===== config.mk =====
export PLATFORM = sky130hd
export DESIGN_NAME = ws2812_pixel_assembler
export DESIGN_NICKNAME = d
export VERILOG_FILES = /design/src/rtl/ws2812_pkg.sv /design/src/rtl/ws2812_chan_scale.sv /design/src/rtl/ws2812_pixel_assembler.sv
export SDC_FILE = /design/constraint.sdc
export NUM_CORES = 1
export LEC_CHECK = 0
export ABC_CLOCK_PERIOD_IN_PS = 2400
export BUFFER_PORTS_ARGS = -buffer_cell sky130_fd_sc_hd__clkbuf_2
export CORE_UTILIZATION = 30
export DETAILED_ROUTE_END_ITERATION = 7
export PLACE_DENSITY = 0.56
export SLEW_MARGIN = 5
export SYNTH_ARGS = -nofsm -noshare
export SYNTH_HDL_FRONTEND = slang
export SYNTH_SLANG_ARGS = --single-unit

===== constraint.sdc =====
create_clock -name clk -period 2.4 [get_ports clk]
set_input_delay 0.48 -clock clk [delete_from_list [all_inputs] [get_ports clk]]
set_output_delay 0.48 -clock clk [all_outputs]
set_load 0.03 [all_outputs]

===== src/rtl/ws2812_pkg.sv =====
// ws2812_pkg: shared constants for the WS2812 pixel assembler.
//   - FSM state encodings (4-bit)
//   - legal channel counts (GRB = 3, GRBW = 4)
//   - LED count used after reset until the first write_config
package ws2812_pkg;

  localparam logic [3:0] IDLE      = 4'd0;
  localparam logic [3:0] HOLD      = 4'd1;
  localparam logic [3:0] FIFO_WAIT = 4'd2;
  localparam logic [3:0] CAPTURE   = 4'd3;
  localparam logic [3:0] WRITE     = 4'd4;

  localparam int CH_RGB  = 3;
  localparam int CH_RGBW = 4;

  localparam int DEFAULT_LED_COUNT = 10;

endpackage


===== src/rtl/ws2812_chan_scale.sv =====
// ws2812_chan_scale: scales one colour byte by a global brightness.
//   din        : raw channel value
//   brightness : 0..255, 255 passes the byte through, 0 blanks it
//   dout       : (din * (brightness + 1)) >> 8
// Purely combinational; only used when WS2812_BRIGHTNESS_EN is defined.
module ws2812_chan_scale #(
  parameter int W = 8
) (
  input  logic [W-1:0] din,
  input  logic [7:0]   brightness,
  output logic [W-1:0] dout
);

  // brightness+1 needs 9 bits; the product of a W-bit byte and a gain of at
  // most 256 always fits in W+8 bits (16 bits for byte-wide channels).
  logic [8:0]   gain;
  logic [W+7:0] prod;

  assign gain = {1'b0, brightness} + 9'd1;
  assign prod = (W+8)'(din) * (W+8)'(gain);
  assign dout = W'(prod >> 8);

endmodule


===== src/rtl/ws2812_pixel_assembler.sv =====
// ws2812_pixel_assembler: pops CHANNELS bytes per pixel from a write FIFO,
// packs them first-byte-in-MSBs (G, R, B, W) and hands the pixel with its LED
// address to the pixel store through a write/wr_ready handshake.
//   clk, rst        : clock, synchronous active-high reset
//   f_empty         : FIFO empty flag
//   fifo_read_data  : FIFO data, valid the cycle after fifo_read_en
//   fifo_read_en    : one-cycle pop strobe
//   num_leds        : LED count, latched on write_config (0 stored as 1)
//   write_config    : latch num_leds and abort the pixel in progress
//   brightness      : global dimming, only with WS2812_BRIGHTNESS_EN defined
//   pixel_data      : assembled pixel word
//   address         : LED index of pixel_data
//   write           : pixel valid, held until wr_ready
//   wr_ready        : downstream accepts the pixel
//   frame_done      : one-cycle pulse after the last LED of a frame is taken
// Optional feature macro: WS2812_BRIGHTNESS_EN.
module ws2812_pixel_assembler
  import ws2812_pkg::*;
#(
  parameter int FIFO_WIDTH   = 8,
  parameter int CHANNELS     = CH_RGB,
  parameter int ADDR_WIDTH   = 16,
  parameter int DEFAULT_LEDS = DEFAULT_LED_COUNT
) (
  input  logic                           clk,
  input  logic                           rst,
  input  logic                           f_empty,
  input  logic [FIFO_WIDTH-1:0]          fifo_read_data,
  output logic                           fifo_read_en,
  input  logic [ADDR_WIDTH-1:0]          num_leds,
  input  logic                           write_config,
`ifdef WS2812_BRIGHTNESS_EN
  input  logic [7:0]                     brightness,
`endif
  output logic [CHANNELS*FIFO_WIDTH-1:0] pixel_data,
  output logic [ADDR_WIDTH-1:0]          address,
  output logic                           write,
  input  logic                           wr_ready,
  output logic                           frame_done
);

  localparam int CH_W = $clog2(CHANNELS);

  if (CHANNELS != CH_RGB && CHANNELS != CH_RGBW) begin : g_bad_channels
    $error("ws2812_pixel_assembler: CHANNELS must be 3 or 4");
  end

  logic [3:0]                     state, state_n;
  logic [CH_W-1:0]                ch, ch_n, lane;
  logic [ADDR_WIDTH-1:0]          depth, last_addr, addr_n;
  logic [CHANNELS*FIFO_WIDTH-1:0] pix_n;
  logic [FIFO_WIDTH-1:0]          cap_byte;
  logic                           rd_en_n, write_n, done_n, ch_last;

`ifdef WS2812_BRIGHTNESS_EN
  ws2812_chan_scale #(.W(FIFO_WIDTH)) u_scale (
    .din        (fifo_read_data),
    .brightness (brightness),
    .dout       (cap_byte)
  );
`else
  assign cap_byte = fifo_read_data;
`endif

  assign ch_last   = (ch == CH_W'(CHANNELS - 1));
  assign lane      = CH_W'(CHANNELS - 1) - ch;
  assign last_addr = depth - ADDR_WIDTH'(1);

  // State register: write_config aborts to IDLE from anywhere.
  always_ff @(posedge clk) begin
    if (rst || write_config) state <= IDLE;
    else                     state <= state_n;
  end

  // Next-state logic.
  always_comb begin
    state_n = state;
    case (state)
      IDLE:      state_n = HOLD;
      HOLD:      state_n = f_empty ? HOLD : FIFO_WAIT;
      FIFO_WAIT: state_n = CAPTURE;
      CAPTURE:   state_n = ch_last ? WRITE : HOLD;
      WRITE:     state_n = wr_ready ? HOLD : WRITE;
      default:   state_n = IDLE;
    endcase
  end

  // Output/datapath next values; all outputs are registered below.
  always_comb begin
    rd_en_n = 1'b0;
    write_n = write;
    done_n  = 1'b0;
    ch_n    = ch;
    addr_n  = address;
    pix_n   = pixel_data;
    case (state)
      IDLE: ch_n = '0;
      HOLD: rd_en_n = !f_empty;
      CAPTURE: begin
        pix_n[int'(lane)*FIFO_WIDTH +: FIFO_WIDTH] = cap_byte;
        if (ch_last) begin
          ch_n    = '0;
          write_n = 1'b1;
        end else begin
          ch_n = ch + CH_W'(1);
        end
      end
      WRITE: begin
        if (wr_ready) begin
          write_n = 1'b0;
          if (address == last_addr) begin
            addr_n = '0;
            done_n = 1'b1;
          end else begin
            addr_n = address + ADDR_WIDTH'(1);
          end
        end
      end
      default: ;
    endcase
  end

  // The abort leaves pixel_data as is; only control and position are cleared.
  always_ff @(posedge clk) begin
    if (rst) begin
      fifo_read_en <= 1'b0;
      write        <= 1'b0;
      frame_done   <= 1'b0;
      pixel_data   <= '0;
      address      <= '0;
      ch           <= '0;
      depth        <= ADDR_WIDTH'(DEFAULT_LEDS);
    end else if (write_config) begin
      depth        <= (num_leds == '0) ? ADDR_WIDTH'(1) : num_leds;
      fifo_read_en <= 1'b0;
      write        <= 1'b0;
      frame_done   <= 1'b0;
      address      <= '0;
      ch           <= '0;
    end else begin
      fifo_read_en <= rd_en_n;
      write        <= write_n;
      frame_done   <= done_n;
      pixel_data   <= pix_n;
      address      <= addr_n;
      ch           <= ch_n;
    end
  end

endmodule


==> reports/summary.txt, run 1 <==
outcome: finished with violations
failing checks: negative setup slack
Setup Skew: 0.00693 ns
max cap viols: 0
Crit Path Max Fanout: 8
synthesized area: 0.00327 mm2
hold wc startpoint: f_empty
RSZ-0062 raised after global routing: true
count of final hold-check violations: 0
H-Tree Depth: 3
Post-Syn Nets: 421
die width: 106 um
WL/cell: 14.1 um
ys async rst share: 0%
dpl cells: 592
die span in y: 106 um
final wirelength: 8610 um
Synth Register Bits: 64
Clock Pin Slew Worst Setup and Hold Paths: 0.08 ns
area post-placement: 0.00388 mm2
Primary FF master, synth: dfxtp_1
Area Growth Syn to Fin: 29.3%
Period minus WS final: 2.40 ns
max_slew headroom: 60.7%
Initial DRC Count: 78
Worst EP required: 2.61 ns
Initial DRT Pass Iterations: 5
CTS max path bufs: 2
Worst Tran Pin Value: 0.589 ns
met2 usage: 26.5%
CTS Buf Count: 9
largest net degree at the start of global routing: 40
layout cells sized above 1: 30.0%
final worst slack: -0.00461 ns
Setup crit start: depth[10]
aggregate global-route resource usage: 15.7%
sequential area share after synthesis: 39.2%
met1 usage: 19.4%
Pwr Density: 567 mW/mm2
number of synthesized flops with an enable pin: 0
GP Congestion: 0.795
Distinct cells, synth: 47
final total power: 2.39 mW
fin nets: 506
starting density of the core: 31.2%
Crit Path Class: reg -> reg
post-route cell area: 0.00423 mm2
syn avg cell area: 8.47 um2
f_max: 416 MHz
clock root buffer: clkbuf_8
final-report setup violation count: 5
CP Launch Type: flop
Reg2Reg Launch Point: depth[10]
CTS tree: built
reg2reg setup slack: -0.005 ns
worst slack at placement: -0.0517 ns
vias per std cell: 4.92
number of global-route vias before repair: 2,816
GR Util met3: 3.99%
Final ANT Viol Nets: 0
I/O pin count: 72
Rows: 37
first-pass GRT wire length: 14,100 um
# port buffers: 71
busiest layer in global routing: met2
crit path capture type: flop
Leak Pwr: 1.65 nW
dpl hpwl: 6380 um
Syn. warnings: 0
gr ovfl total: 0
Clock Sink Count: 64
core area: 0.0105 mm2
DRC: 0
fin cells: 612
Max IR drop VDD: 0.000302 V
antenna violations before repair: 0
Antenna diodes: 0
min-delay worst type: in -> reg
Die ar.: 0.0113 mm2
Syn Inst Count: 386
critical path data arrival time: 2.61 ns
Reg2Reg Capture Point: address[6]
worst r2r path cells: 8
Clk Latency, worst-skew pair: 0.34 ns
Pins Over Slew Limit: 0
Vias: 3,014
Worst Setup EP: address[6]
final worst path period share: 100%
==> layer usage <==
metal,wire [um],vias up,share of wire [%]
li1,-,1521,-
met1,3960,1413,46
met2,4140,68,48
met3,401,12,4.7
met4,104,0,1.2
met5,0,-,0
==> where the power goes <==
part / internal [mW] / switching, mW
logic: 0.105 / 0.134
registers: 1.08 / 0.0161
clock network: 0.616 / 0.444
==> worst max-delay path: stages, from the launching register on <==
cell and delay [ns]:
dfxtp_1 0.31, or4_4 0.60, nor4_4 0.28, xnor2_1 0.10, a211o_1 0.32, nor4_4 0.30
buf_4 0.16, clkbuf_16 0.15, nor3_2 0.04
==> kinds of logic after synthesis <==
kind of cell    count (synthesis)  synth area share [%]
fa+ha+maj                       6                  2.30
flops                          64                  39.2
buf+inv                        34                  4.71
compound gates                 57                  10.7
xor+xnor                       34                  9.11
mux                            16                  4.90
simple gates                  175                  29.1
==> cell type report <==
type / count / area (um2)
multi-input cells: 288 / 1910
clock inverters: 6 / 92.6
inverters: 10 / 37.5
fillers: 1070 / 6240
repair buffers: 98 / 592
well taps: 136 / 170
clock buffers: 10 / 138
flip-flops and latches: 64 / 1280
==> stage by stage <==
stage,util (%),hold WS (ns),setup TNS (ns)
after floorplan,-,0.482,-0.792
after global placement,37.1,0.439,0
after detailed placement,37.1,0.445,-0.657
after CTS,40.4,0.342,-0.163
after global routing,40.4,0.345,-1.05
final,40.4,0.350,-0.0129
==> repair_timing <==
action	CTS	global route
endpoints found under the hold margin	0	0
buffers inserted	2	1
hold buffers	0	0
pin swaps	9	0
gates resized for setup	13	1
setup endpoints to repair	17	17
cloned	1	0
==> worst min path at each step <==
stage	to	slack (ns)	cells after the start
2_1_floorplan	depth[15]	0.48	2
3_3_place_gp	pixel_data[18]	0.44	2
3_5_place_dp	pixel_data[8]	0.45	2
4_1_cts	fifo_read_en	0.34	2
5_1_grt	fifo_read_en	0.34	2
6_report	fifo_read_en	0.35	2
==> cells in the mapped netlist, types with 4 or more instances <==
master    instances  area [um2]
dfxtp_1          64        1280
nand2_1          44         165
a21oi_1          34         170
nand3_1          31         155
nor2_1           31         116
xnor2_1          19         166
clkbuf_1         17        63.8
mux2i_1          16         160
nor3_1           15        75.1
xor2_1           15         131
inv_1            10        37.5
nor3_2           10         100
nor4_1            7        43.8
ha_1              6        75.1
a211oi_1          5        37.5
nand2b_1          5        31.3
nand4_1           5        31.3
o21ai_0           5        25.0
and2_1            4        25.0
==> layout by cell type (no fill, tap or decap), types with 3 or more instances in the layout <==
master / netlist / layout
clkbuf_2: 0 / 71
nand2_1: 44 / 44
nor3_2: 10 / 10
buf_4: 1 / 24
ha_1: 6 / 5
nor4_4: 1 / 4
mux2i_1: 16 / 16
xor2_1: 15 / 15
dfxtp_1: 64 / 63
and2_1: 4 / 4
or4_4: 3 / 3
xnor2_1: 19 / 19
nand4_1: 5 / 5
clkbuf_8: 0 / 10
a211oi_1: 5 / 5
o21ai_0: 5 / 5
nor3_1: 15 / 15
nor2_1: 31 / 31
nand3_1: 31 / 31
nor4_1: 7 / 4
and3_1: 3 / 3
a21oi_1: 34 / 34
nand2b_1: 5 / 5
inv_1: 10 / 8
==> registers in the layout, indices dropped and copies added (netlist names) <==
register,flops
write,1
address,16
fifo_read_en,1
frame_done,1
depth,16
state,3
pixel_data,24
ch,2
(Power assumes the default switching activity.)
==> run 2: changes to the inputs <==
CORE_ASPECT_RATIO = 0.75   (was not set)
CORE_UTILIZATION = 45   (was 30)
PLACE_DENSITY = 0.76   (was 0.56)
==> run 2 against run 1 <==
The flow still finishes with violations (negative setup slack). Clock-buffer cell count fell by 1. Routed wire length rose by 1.9%. Cell count fell by 6.7%. Sequential share of layout area rose by 0.38 points. Combinational power rose by 3%. Utilization rose by 20 points. Die area fell by 33%. Largest cell class unchanged.
==> reports/summary.txt, run 2 (same netlist as run 1, synthesis figures left out) <==
max reg flops: 24
Final ANT Viol Nets: 0
first-pass GRT wire length: 13,100 um
largest net degree at the start of global routing: 40
Pwr Density: 592 mW/mm2
aggregate global-route resource usage: 22.7%
max cap viols: 0
outcome: finished with violations
count of final hold-check violations: 0
worst slack at placement: -0.00184 ns
DRC: 0
H-Tree Depth: 3
# fillers: 597
final wirelength: 8770 um
Area Growth Syn to Fin: 27.9%
layout cells sized above 1: 30.7%
Worst path max stage delay: 0.60 ns
Setup Skew: 0.0100 ns
hold path depth: 2
# port buffers: 71
I/O pin count: 72
WP buf/inv: 2
biggest regs: pixel_data x24, address x16, depth x16
Worst Tran Pin Value: 0.577 ns
CTS tree: built
CP Launch Type: flop
core area: 0.00693 mm2
Hold Slack: 0.346 ns
dpl hpwl: 6430 um
number of global-route vias before repair: 2,681
antenna violations before repair: 0
final worst slack: -0.0155 ns
CTS Buf Count: 9
Clock Sink Count: 64
most frequent cells in the layout: clkbuf_2, dfxtp_1, nand2_1
Crit path depth: 8
f_max: 414 MHz
crit path capture type: flop
Max IR drop VDD: 0.000289 V
Clk Latency, worst-skew pair: 0.35 ns
max_slew headroom: 61.5%
starting density of the core: 47.2%
Vias: 3,035
die span in y: 75.8 um
Crit Path Max Fanout: 8
critical path data arrival time: 2.63 ns
Final Util: 60.4%
fin cells: 571
min-delay worst type: in -> reg
final-report setup violation count: 9
CP max stage cell: or4_4
clock root buffer: clkbuf_8
vias per std cell: 5.32
crit path cell chain: or4_4, nor4b_2, a21oi_1, a311o_1, nor4_4, buf_4, clkbuf_16, nor3_2
Initial DRC Count: 215
dpl cells: 553
Rows: 26
area post-placement: 0.00383 mm2
Initial DRT Pass Iterations: 4
WL/cell: 15.4 um
Clock Pin Slew Worst Setup and Hold Paths: 0.07 ns
RSZ-0062 raised after global routing: true
final worst path period share: 101%
Largest Register: pixel_data
fin nets: 503
Crit Path Class: reg -> reg
gr ovfl total: 0
failing checks: negative setup slack
Worst EP required: 2.61 ns
Period minus WS final: 2.42 ns
total negative slack: -0.0862 ns
Leak Pwr: 1.64 nW
final total power: 2.48 mW
Die ar.: 0.00761 mm2
CTS max path bufs: 2
Antenna diodes: 0
CP delay by family, top: simple AND/OR/NAND/NOR gates
post-route cell area: 0.00418 mm2
commonest non-fill, non-tap cell in the layout: clkbuf_2
die width: 100 um
worst r2r path cells: 8
GP Congestion: 0.973
Pins Over Slew Limit: 0
[run 2: changes by cell type in the layout (fill, tap and decap cells not counted), sizes merged]
cell / before / now
clkbuf: 82 / 81
bufinv: 2 / 3
clkinv: 2 / 1
buf: 26 / 23
inv: 10 / 11
[run 2: final timing paths]
kind	startpoint	slack, ns	end
max	depth[1]	-0.02	address[14]
min	f_empty	0.35	fifo_read_en
max reg2reg	depth[1]	-0.02	address[14]
min reg2reg	pixel_data[6]	0.45	pixel_data[6]
[run 2: report_power, final]
group / switching [mW] / leakage (nW) / internal (mW)
registers: 0.0176 / 0.519 / 1.08
clock network: 0.442 / 0.116 / 0.691
logic: 0.140 / 1.01 / 0.105
total: 0.599 / 1.64 / 1.88
[run 2: layout make-up]
| type | count | area (um2) | area share, % |
|---|---|---|---|
| Clock inverter | 7 | 119 | 2.84 |
| Inverter | 10 | 37.5 | 0.897 |
| Sequential cell | 64 | 1280 | 30.7 |
| Tap cell | 98 | 123 | 2.93 |
| Timing Repair Buffer | 95 | 566 | 13.5 |
| Multi-Input combinational cell | 288 | 1930 | 46.1 |
| Clock buffer | 9 | 124 | 2.96 |
[run 2: metal layers]
layer / vias to the layer above / part of all wire [%] / track usage (%)
li1: 1510 / - / -
met2: 79 / 47 / 35.7
met3: 6 / 5.0 / 6.06
met4: 0 / 0.79 / 5.80
met1: 1440 / 47 / 31.2
met5: - / 0 / 0
[run 2: what timing repair did]
action	in CTS	in global routing
resized for setup	1	16
hold endpoints to repair	0	0
setup endpoints to repair	2	17
cloned	0	1
pin swaps	0	5
buffers inserted	0	1
hold buffers	0	0
